**src/rtl/riscv_ctrl_pkg.sv**
```systemverilog
// Shared encodings for the multi-cycle RV32I control path: FSM state codes, opcodes,
// ALU operation codes and datapath mux select values.
package riscv_ctrl_pkg;

    typedef enum logic [3:0] {
        S_FETCH    = 4'd0,
        S_DECODE   = 4'd1,
        S_MEMADR   = 4'd2,
        S_MEMREAD  = 4'd3,
        S_MEMWB    = 4'd4,
        S_MEMWRITE = 4'd5,
        S_EXECR    = 4'd6,
        S_EXECI    = 4'd7,
        S_ALUWB    = 4'd8,
        S_BEQ      = 4'd9,
        S_JAL      = 4'd10,
        S_ILLEGAL  = 4'd11
    } state_t;

    // Which operation class the ALU decoder should resolve.
    typedef enum logic [1:0] {
        ALUOP_ADD   = 2'd0,
        ALUOP_SUB   = 2'd1,
        ALUOP_RTYPE = 2'd2,
        ALUOP_ITYPE = 2'd3
    } aluop_t;

    localparam logic [6:0] OP_LW    = 7'b0000011;
    localparam logic [6:0] OP_SW    = 7'b0100011;
    localparam logic [6:0] OP_RTYPE = 7'b0110011;
    localparam logic [6:0] OP_ITYPE = 7'b0010011;
    localparam logic [6:0] OP_BEQ   = 7'b1100011;
    localparam logic [6:0] OP_JAL   = 7'b1101111;

    localparam logic [2:0] ALU_ADD = 3'b000;
    localparam logic [2:0] ALU_SUB = 3'b001;
    localparam logic [2:0] ALU_AND = 3'b010;
    localparam logic [2:0] ALU_OR  = 3'b011;
    localparam logic [2:0] ALU_SLT = 3'b101;

    localparam logic [2:0] F3_ADD = 3'b000;
    localparam logic [2:0] F3_SLT = 3'b010;
    localparam logic [2:0] F3_OR  = 3'b110;
    localparam logic [2:0] F3_AND = 3'b111;

    localparam logic [1:0] RES_ALUOUT = 2'b00;
    localparam logic [1:0] RES_DATA   = 2'b01;
    localparam logic [1:0] RES_ALU    = 2'b10;

    localparam logic [1:0] SRCA_PC    = 2'b00;
    localparam logic [1:0] SRCA_OLDPC = 2'b01;
    localparam logic [1:0] SRCA_RS1   = 2'b10;

    localparam logic [1:0] SRCB_RS2  = 2'b00;
    localparam logic [1:0] SRCB_IMM  = 2'b01;
    localparam logic [1:0] SRCB_FOUR = 2'b10;

    localparam logic [1:0] IMM_I = 2'b00;
    localparam logic [1:0] IMM_S = 2'b01;
    localparam logic [1:0] IMM_B = 2'b10;
    localparam logic [1:0] IMM_J = 2'b11;

    // Immediate format depends only on the opcode, so it is valid in every state.
    function automatic logic [1:0] imm_src_of(input logic [6:0] op);
        logic [1:0] imm;
        case (op)
            OP_SW:   imm = IMM_S;
            OP_BEQ:  imm = IMM_B;
            OP_JAL:  imm = IMM_J;
            default: imm = IMM_I;
        endcase
        return imm;
    endfunction

endpackage

```
**src/rtl/alu_decoder.sv**
```systemverilog
// Maps the operation class plus funct fields to an ALU operation code and flags
// funct3 values the core does not implement.
module alu_decoder
    import riscv_ctrl_pkg::*;
(
    input  aluop_t      aluop,
    input  logic [2:0]  funct3,
    input  logic        funct7b5,
    output logic [2:0]  alu_control,
    output logic        bad_funct
);

    always_comb begin
        alu_control = ALU_ADD;
        bad_funct   = 1'b0;
        case (aluop)
            ALUOP_ADD: alu_control = ALU_ADD;
            ALUOP_SUB: alu_control = ALU_SUB;
            ALUOP_RTYPE, ALUOP_ITYPE: begin
                case (funct3)
                    // funct7b5 selects sub only for register-register ops; on addi it is immediate data.
                    F3_ADD:  alu_control = (aluop == ALUOP_RTYPE && funct7b5) ? ALU_SUB : ALU_ADD;
                    F3_SLT:  alu_control = ALU_SLT;
                    F3_OR:   alu_control = ALU_OR;
                    F3_AND:  alu_control = ALU_AND;
                    default: bad_funct   = 1'b1;
                endcase
            end
            default: alu_control = ALU_ADD;
        endcase
    end

endmodule

```
**src/rtl/multicycle_ctrl.sv**
```systemverilog
// Multi-cycle sequencer for the non-pipelined RV32I core: one FSM state per cycle,
// driving all datapath enables and mux selects, plus a retired-instruction counter.
module multicycle_ctrl
    import riscv_ctrl_pkg::*;
#(
    parameter bit          MEM_HANDSHAKE = 1'b1,
    parameter int unsigned RETIRE_W      = 32
) (
    input  logic                clk,
    input  logic                rst,
    input  logic [6:0]          op,
    input  logic [2:0]          funct3,
    input  logic                funct7b5,
    input  logic                zero,
    input  logic                mem_ready,
    output logic                PCWrite,
    output logic                AdrSrc,
    output logic                MemWrite,
    output logic                IRWrite,
    output logic                RegWrite,
    output logic [1:0]          ResultSrc,
    output logic [1:0]          ALUSrcA,
    output logic [1:0]          ALUSrcB,
    output logic [1:0]          ImmSrc,
    output logic [2:0]          ALUControl,
    output logic                illegal,
    output logic [RETIRE_W-1:0] retire_cnt,
    output logic [3:0]          state_o
);

    state_t              state_q, state_d;
    logic [RETIRE_W-1:0] retire_q, retire_d;

    logic   mem_rdy;
    aluop_t aluop;
    logic   bad_funct;
    logic   retire;
    logic   pc_write, mem_write, ir_write, reg_write;

    assign mem_rdy = MEM_HANDSHAKE ? mem_ready : 1'b1;

    always_comb begin
        case (state_q)
            S_EXECR: aluop = ALUOP_RTYPE;
            S_EXECI: aluop = ALUOP_ITYPE;
            S_BEQ:   aluop = ALUOP_SUB;
            default: aluop = ALUOP_ADD;
        endcase
    end

    alu_decoder u_alu_decoder (
        .aluop       (aluop),
        .funct3      (funct3),
        .funct7b5    (funct7b5),
        .alu_control (ALUControl),
        .bad_funct   (bad_funct)
    );

    always_comb begin
        state_d   = state_q;
        pc_write  = 1'b0;
        mem_write = 1'b0;
        ir_write  = 1'b0;
        reg_write = 1'b0;
        AdrSrc    = 1'b0;
        ResultSrc = RES_ALUOUT;
        ALUSrcA   = SRCA_PC;
        ALUSrcB   = SRCB_RS2;
        retire    = 1'b0;
        case (state_q)
            S_FETCH: begin
                ALUSrcA   = SRCA_PC;
                ALUSrcB   = SRCB_FOUR;
                ResultSrc = RES_ALU;
                ir_write  = mem_rdy;
                pc_write  = mem_rdy;
                if (mem_rdy) begin
                    state_d = S_DECODE;
                end
            end
            S_DECODE: begin
                // Precompute the branch/jump target into ALUOut while the opcode is resolved.
                ALUSrcA = SRCA_OLDPC;
                ALUSrcB = SRCB_IMM;
                case (op)
                    OP_LW, OP_SW: state_d = S_MEMADR;
                    OP_RTYPE:     state_d = S_EXECR;
                    OP_ITYPE:     state_d = S_EXECI;
                    OP_BEQ:       state_d = S_BEQ;
                    OP_JAL:       state_d = S_JAL;
                    default:      state_d = S_ILLEGAL;
                endcase
            end
            S_MEMADR: begin
                ALUSrcA = SRCA_RS1;
                ALUSrcB = SRCB_IMM;
                state_d = (op == OP_LW) ? S_MEMREAD : S_MEMWRITE;
            end
            S_MEMREAD: begin
                AdrSrc = 1'b1;
                if (mem_rdy) begin
                    state_d = S_MEMWB;
                end
            end
            S_MEMWB: begin
                ResultSrc = RES_DATA;
                reg_write = 1'b1;
                retire    = 1'b1;
                state_d   = S_FETCH;
            end
            S_MEMWRITE: begin
                AdrSrc    = 1'b1;
                mem_write = 1'b1;
                if (mem_rdy) begin
                    retire  = 1'b1;
                    state_d = S_FETCH;
                end
            end
            S_EXECR: begin
                ALUSrcA = SRCA_RS1;
                ALUSrcB = SRCB_RS2;
                state_d = bad_funct ? S_ILLEGAL : S_ALUWB;
            end
            S_EXECI: begin
                ALUSrcA = SRCA_RS1;
                ALUSrcB = SRCB_IMM;
                state_d = bad_funct ? S_ILLEGAL : S_ALUWB;
            end
            S_ALUWB: begin
                ResultSrc = RES_ALUOUT;
                reg_write = 1'b1;
                retire    = 1'b1;
                state_d   = S_FETCH;
            end
            S_BEQ: begin
                // ALUOut still holds the target computed in DECODE; the ALU compares rs1/rs2.
                ALUSrcA   = SRCA_RS1;
                ALUSrcB   = SRCB_RS2;
                ResultSrc = RES_ALUOUT;
                pc_write  = zero;
                retire    = 1'b1;
                state_d   = S_FETCH;
            end
            S_JAL: begin
                ALUSrcA   = SRCA_OLDPC;
                ALUSrcB   = SRCB_FOUR;
                ResultSrc = RES_ALUOUT;
                pc_write  = 1'b1;
                state_d   = S_ALUWB;
            end
            S_ILLEGAL: begin
                state_d = S_ILLEGAL;
            end
            default: begin
                state_d = S_ILLEGAL;
            end
        endcase
    end

    always_comb begin
        retire_d = retire_q;
        if (retire) begin
            retire_d = retire_q + RETIRE_W'(1);
        end
    end

    always_ff @(posedge clk or posedge rst) begin
        if (rst) begin
            state_q  <= S_FETCH;
            retire_q <= '0;
        end else begin
            state_q  <= state_d;
            retire_q <= retire_d;
        end
    end

    // Enables are masked by rst directly so they fall in the same cycle reset is asserted.
    assign PCWrite    = pc_write  & ~rst;
    assign MemWrite   = mem_write & ~rst;
    assign IRWrite    = ir_write  & ~rst;
    assign RegWrite   = reg_write & ~rst;
    assign ImmSrc     = imm_src_of(op);
    assign illegal    = (state_q == S_ILLEGAL);
    assign retire_cnt = retire_q;
    assign state_o    = state_q;

endmodule

```
**config.mk**
```make
export PLATFORM = sky130hd
export DESIGN_NAME = multicycle_ctrl
export DESIGN_NICKNAME = d
export VERILOG_FILES = /design/src/rtl/riscv_ctrl_pkg.sv /design/src/rtl/alu_decoder.sv /design/src/rtl/multicycle_ctrl.sv
export SDC_FILE = /design/constraint.sdc
export NUM_CORES = 1
export LEC_CHECK = 0
export CORE_UTILIZATION = 25
export CTS_BUF_LIST = sky130_fd_sc_hd__clkbuf_4 sky130_fd_sc_hd__clkbuf_8 sky130_fd_sc_hd__clkbuf_16
export DETAILED_ROUTE_END_ITERATION = 7
export HOLD_SLACK_MARGIN = 0.03
export SLEW_MARGIN = 15
export SYNTH_ARGS = -nofsm -noshare
export SYNTH_HDL_FRONTEND = slang
export SYNTH_HIERARCHICAL = 1
export SYNTH_SLANG_ARGS = --single-unit
export TNS_END_PERCENT = 20
```
**constraint.sdc**
```tcl
create_clock -name clk -period 3.35 [get_ports clk]
set_input_delay 0.335 -clock clk [delete_from_list [all_inputs] [get_ports clk]]
set_output_delay 0.335 -clock clk [all_outputs]
set_load 0.02 [all_outputs]
```
==> metrics.md, run 1 <==
| Metric | Value |
|---|---|
| Run status | complete, no violations |
| Dominant synthesized flop cell | dfrtp_1 |
| CP required | 3.01 ns |
| Vias | 1877 |
| Startpoint Class | flip-flop |
| Mapped Cells | 221 |
| Final hold viol count | 0 |
| Slew @ Worst Pin | 0.588 ns |
| Clock Tree Buf Depth | 2 |
| Post-CTS Setup Bufs | 0 |
| Max Slew Vio Count | 0 |
| Worst setup startpoint | state_o[1] |
| Syn_nets | 237 |
| Initial antenna violation count | 0 |
| Clock net sink count | 36 |
| Yosys reg bits | 36 |
| Avg Cell Area, Syn | 9.45 um2 |
| DIE WIDTH | 93.4 um |
| Largest stage delay, worst path | 0.65 ns |
| TritonCTS buffer count | 5 |
| Number of flops mapped to enable cells by yosys | 0 |
| Clock Latency Late Sink | 0.28 ns |
| Final wirelength | 5000 um |
| Fill cell instance count of the final layout | 798 |
| HPWL Detailed | 3670 um |
| Synth cell types | 46 |
| Row count | 32 |
| Max-cap viol count | 0 |
| Period minus WS final | 2.84 ns |
| Setup TNS | 0 ns |
| Power Density | 622 nW/um2 |
| Final ANT Viol Nets | 0 |
| Critical-path maximum fanout | 16 |
| Buf/Inv on CP | 2 |
| Min-Delay Startpoint | retire_cnt[31] |
| Met3 Usage GRT | 3.17% |
| Pleak | 0.00119 uW |
| Layout cell share with drive strength beyond 1 | 7.24% |
| Area of the multi-input gates | 1120 um2 |
| Gp weighted congestion | 0.742 |
| Hold-fix buffers at CTS | 0 |
| Register area | 901 um2 |
| DIE HEIGHT | 93.4 um |
| Drt pass-1 iters | 4 |
| Slew headroom | 60.8% |
| DRT iter0 DRCs | 38 |
| H-tree depth | 2 |
| I/O pin count | 68 |
| Fmax | 352 MHz |
| Fin cells | 392 |
| Avg WL per Cell | 12.8 um |
| CTS resizes | 0 |
| Max VDD drop | 0.297 mV |
| Core ar. | 7890 um2 |
| CTS Root Buffer Type | clkbuf_8 |
| Drt via density | 4.79 |
| RSZ-0062 raised after global routing | false |
| # setup viols final | 0 |
| Worst r2r src | state_o[0] |
| Nets@finish | 306 |
| Ant. Diodes | 0 |
| Most common cell after layout, fill and taps aside | clkdlybuf4s50_1 |
| Final period utilization | 84.9% |
| Clock Pin Slew Worst Setup and Hold Paths | 0.07 ns |
| DRC | 0 |
| Initial core utilization | 26.5% |
| GRT met1 Usage | 17.1% |
| Data arrival time of the critical path | 2.51 ns |
| Hold WC Path Type | flip-flop to flip-flop |
| Async SR Flop Fraction | 100% |
| Syn Std Cell Area | 2090 um2 |
| Top Family by Delay on Critical Path | buffers and inverters |
| Tot GR Track Use | 11.9% |
| Largest net degree at the start of global routing | 37 |
| Vias in the first global route | 1701 |
| P&R area growth vs syn | 41.9% |
| Most frequent cells in the layout | clkdlybuf4s50_1, dfrtp_1, xnor2_1 |
| Post-synthesis sequential area ratio | 43.1% |
| Global-route wire length before repair | 8360 um |
| Clock skew | 0.00324 ns |
| CTS tree | done |
| Port Buffers | 67 |
| Setup CP Type | flip-flop to primary output |
| Worst-path cell chain | inv_1 -> nor2_1 -> o21a_1 -> nor3b_2 -> o211ai_1 -> o21ai_1 -> clkdlybuf4s50_1 |
| Placed Cells incl. Taps | 385 |
| Most Crowded Layer GR | met2 |
| Crit-path slowest cell | dfrtp_1 |
| Crit end category | primary output |
| GR Util met2 | 17.5% |
| Ys Warns | 6 |
| Full die area | 8730 um2 |
| Global route total overflow | 0 |
-- Yosys cell counts (all sizes together) (4+ instances only) --
library cell | instances | area [um2]
dfrtp | 36 | 901
xnor2 | 26 | 228
nand2 | 19 | 71.3
nand3 | 14 | 70.1
nor2 | 14 | 52.6
nand4 | 12 | 81.3
and3 | 8 | 51.3
nor3 | 8 | 45.0
xor2 | 8 | 70.1
inv | 7 | 26.3
a21oi | 6 | 30.0
and4 | 6 | 53.8
o21ai | 6 | 30.0
buf | 5 | 30.0
nor2b | 5 | 31.3
and2 | 4 | 27.5
nand2b | 4 | 25.0
-- where the power goes --
part / leakage (uW) / switching, uW / internal (uW)
combinational: 0.000666 / 470 / 419
clock: 0.0000503 / 149 / 183
sequential: 0.000477 / 127 / 494
-- registers in the layout (all words and copies together), names as in the netlist --
| register | cells |
|---|---|
| state_o | 4 |
| retire_cnt | 32 |
-- path summary, 6_finish.rpt --
check | endpoint | slack (ns) | cells after the start
worst min-delay path | retire_cnt[31] | 0.47 | 1
worst max-delay path | ALUControl[0] | 0.51 | 7
worst min register to register | retire_cnt[31] | 0.47 | 1
worst max register to register | retire_cnt[29] | 1.30 | 5
max in group asynchronous | retire_cnt[23] | 2.40 | 3
min in group asynchronous | state_o[3] | 0.62 | 3
-- cell families (layout without fill, tap and decap cells) --
family / Yosys count / in the layout / share of synthesized area, %
compound gates: 26 / 26 / 8.08
flops: 36 / 36 / 43.1
simple gates: 106 / 106 / 29.2
xor+xnor: 34 / 34 / 14.3
buf+inv: 15 / 84 / 3.23
mux: 3 / 3 / 1.50
fa+ha+maj: 1 / 1 / 0.599
-- final cells by class --
type,instances,area share [%]
clock buffers,7,3.25
inverters,7,0.886
multi-input cells,170,37.8
flip-flops and latches,36,30.4
well taps,102,4.30
repair buffers,70,23.4
-- metrics by stage --
step	hold slack, ns	util, %	setup WS, ns	instance area, um2	total power [uW]
2_1_floorplan	0.487	-	1.06	2090	1170
3_3_place_gp	0.461	36.4	0.761	2870	1520
3_5_place_dp	0.467	36.4	0.763	2870	1520
4_1_cts	0.476	37.6	0.493	2970	1870
5_1_grt	0.478	37.6	0.347	2970	1980
6_report	0.470	37.6	0.506	2970	1840
-- layer usage --
layer | up-vias | share of wire [%] | routed length, um
li1 | 917 | - | -
met1 | 893 | 49 | 2430
met2 | 61 | 43 | 2170
met3 | 6 | 7.0 | 350
met4 | 0 | 1.0 | 52
met5 | - | 0 | 0
No activity file was read; power rests on OpenSTA's default activity.
==> inputs of run 2 (changes only) <==
==> constraint.sdc (replaced) <==
create_clock -name clk -period 2.6 [get_ports clk]
set_input_delay 0.26 -clock clk [delete_from_list [all_inputs] [get_ports clk]]
set_output_delay 0.26 -clock clk [all_outputs]
set_load 0.02 [all_outputs]
==> metrics.md, run 2 (synthesis gave the netlist of run 1 again) <==
| Metric | Value |
|---|---|
| Gp weighted congestion | 0.759 |
| Switching pwr | 985 uW |
| Most common cell after layout, fill and taps aside | clkdlybuf4s50_1 |
| Row count | 32 |
| Clock skew | 0.00975 ns |
| TritonCTS buffer count | 5 |
| Drt pass-1 iters | 4 |
| Flop pwr share | 30.9% |
| Worst-path cell chain | clkdlybuf4s50_1 -> or3_1 -> a2111oi_0 -> clkdlybuf4s50_1 |
| HPWL Detailed | 3800 um |
| Hold_ws | 0.476 ns |
| Placed Cells incl. Taps | 389 |
| DRT iter0 DRCs | 50 |
| Avg WL per Cell | 12.7 um |
| Worst setup startpoint | op[3] |
| Full die area | 8730 um2 |
| Drt via density | 4.66 |
| Startpoint Class | input port |
| Logic pwr share | 49.1% |
| DIE HEIGHT | 93.4 um |
| P&R area growth vs syn | 44.1% |
| CTS tree | done |
| Fin cells | 397 |
| Crit end category | primary output |
| H-tree depth | 2 |
| Global route total overflow | 0 |
| CP required | 2.34 ns |
| Worst r2r src | state_o[0] |
| Most frequent cells in the layout | clkdlybuf4s50_1, dfrtp_1, xnor2_1 |
| Core ar. | 7890 um2 |
| Initial antenna violation count | 0 |
| Initial core utilization | 26.5% |
| Run status | complete, no violations |
| Largest net degree at the start of global routing | 37 |
| Top Family by Delay on Critical Path | buffers and inverters |
| CTS Root Buffer Type | clkbuf_8 |
| Vias in the first global route | 1730 |
| Crit-path slowest cell | clkdlybuf4s50_1 |
| Max Slew Vio Count | 0 |
| Final period utilization | 94.2% |
| Period minus WS final | 2.45 ns |
| Vias | 1851 |
| Buf/Inv on CP | 2 |
| Clock net sink count | 36 |
| Largest register FFs | 32 |
| Cell internal pwr | 1490 uW |
| Pleak | 0.00122 uW |
| Final hold viol count | 0 |
| # setup viols final | 0 |
| Clock network power share | 20.0% |
| Critical-path maximum fanout | 4 |
| DIE WIDTH | 93.4 um |
| Port Buffers | 67 |
| Nets@finish | 310 |
| Final wirelength | 5030 um |
| Largest stage delay, worst path | 0.68 ns |
| Global-route wire length before repair | 8150 um |
| RSZ-0062 raised after global routing | false |
| Max-cap viol count | 0 |
| Ant. Diodes | 0 |
| Setup CP Type | input port to primary output |
| Clock Pin Slew Worst Setup and Hold Paths | 0.07 ns |
| Hold WC Path Type | flip-flop to flip-flop |
| Setup TNS | 0 ns |
| Most frequent cell on the critical path | clkdlybuf4s50_1 |
| Hold-fix buffers at CTS | 0 |
| DRC | 0 |
| Power Density | 823 nW/um2 |
| Slew headroom | 64.2% |
| Final ANT Viol Nets | 0 |
| Slew @ Worst Pin | 0.533 ns |
| Clock Latency Late Sink | 0.29 ns |
| Switching Fraction | 39.8% |
| Data arrival time of the critical path | 2.19 ns |
| Clock Tree Buf Depth | 2 |
| Fmax | 408 MHz |
| Max VDD drop | 0.425 mV |
| Fill cell instance count of the final layout | 808 |
| Layout cell share with drive strength beyond 1 | 9.15% |
| Min-Delay Startpoint | retire_cnt[31] |
| Tot GR Track Use | 12.0% |
| I/O pin count | 68 |
-- run 2: cell count changes in the layout (fill, tap and decap cells not counted) --
cell        delta
clkinvlp_4     +1
bufinv_16      +1
clkinv_2       +1
clkbuf_8       -2
dfrtp_1        -1
dfrtp_2        +1
buf_4          +4
-- run 2: timing repair --
| action | CTS | global route |
|---|---|---|
| setup endpoints to repair | 0 | 1 |
| gates resized for setup | 0 | 1 |
| buffers inserted | 0 | 0 |
-- run 2: final timing paths --
path                                  end  slack (ns)  cells after the start
setup / recovery                ImmSrc[0]        0.15                      4
hold / removal             retire_cnt[31]        0.48                      1
setup reg to reg           retire_cnt[25]        0.66                      5
hold reg to reg            retire_cnt[31]        0.48                      1
max in group asynchronous      state_o[1]        1.73                      3
min in group asynchronous   retire_cnt[9]        0.53                      3
-- run 2: layout make-up --
type	count	area, um2	area share [%]
clock inverter	3	42.5	1.41
inverter	7	26.3	0.872
clock buffer	5	68.8	2.29
timing repair buffer	74	723	24.0
tap	102	128	4.24
sequential	36	902	30.0
multi-input combinational	170	1120	37.2
-- run 2: routing by layer --
metal | routed length, um | GRT usage (%)
met1 | 2370 | 15.4
met2 | 2270 | 19.0
met3 | 320 | 3.66
met4 | 60 | 3.85
met5 | 0 | 0
-- run 2: power groups by stage --
stage	Sequential, uW	Combinational [uW]	Clock [uW]
after floorplan	819	682	0
after global placement	776	1220	0
after detailed placement	777	1230	0
after CTS	766	1230	508
after global routing	784	1320	541
final	766	1220	495
-- run 2: worst register-to-register path: cells and delay by family, from the launching register on --
kind,cells,cell delay (ns)
AO/OA/AOI/OAI,1,0.22
XOR/XNOR,1,0.16
flip-flops,1,0.54
AND/OR/NAND/NOR,3,0.93
-- run 2: metrics by stage --
step / total power (uW) / setup WS (ns) / utilization (%) / cell area (um2)
finish: 2480 / 0.151 / 38.2 / 3010
global placement: 1990 / 0.164 / 36.8 / 2900
CTS: 2510 / 0.0576 / 38.2 / 3010
floorplan: 1500 / 0.385 / - / 2090
global route: 2640 / 0.0171 / 38.2 / 3010
detailed placement: 2000 / 0.168 / 36.8 / 2900
==> inputs of run 3 (changes only) <==
--- a/config.mk
+++ b/config.mk
@@ -5,6 +5,7 @@
 export SDC_FILE = /design/constraint.sdc
 export NUM_CORES = 1
 export LEC_CHECK = 0
+export ABC_CLOCK_PERIOD_IN_PS = 2600
 export CORE_UTILIZATION = 25
 export CTS_BUF_LIST = sky130_fd_sc_hd__clkbuf_4 sky130_fd_sc_hd__clkbuf_8 sky130_fd_sc_hd__clkbuf_16
 export DETAILED_ROUTE_END_ITERATION = 7
==> results of run 3 <==
Final layout, timing and power as in run 2 (identical DEF).
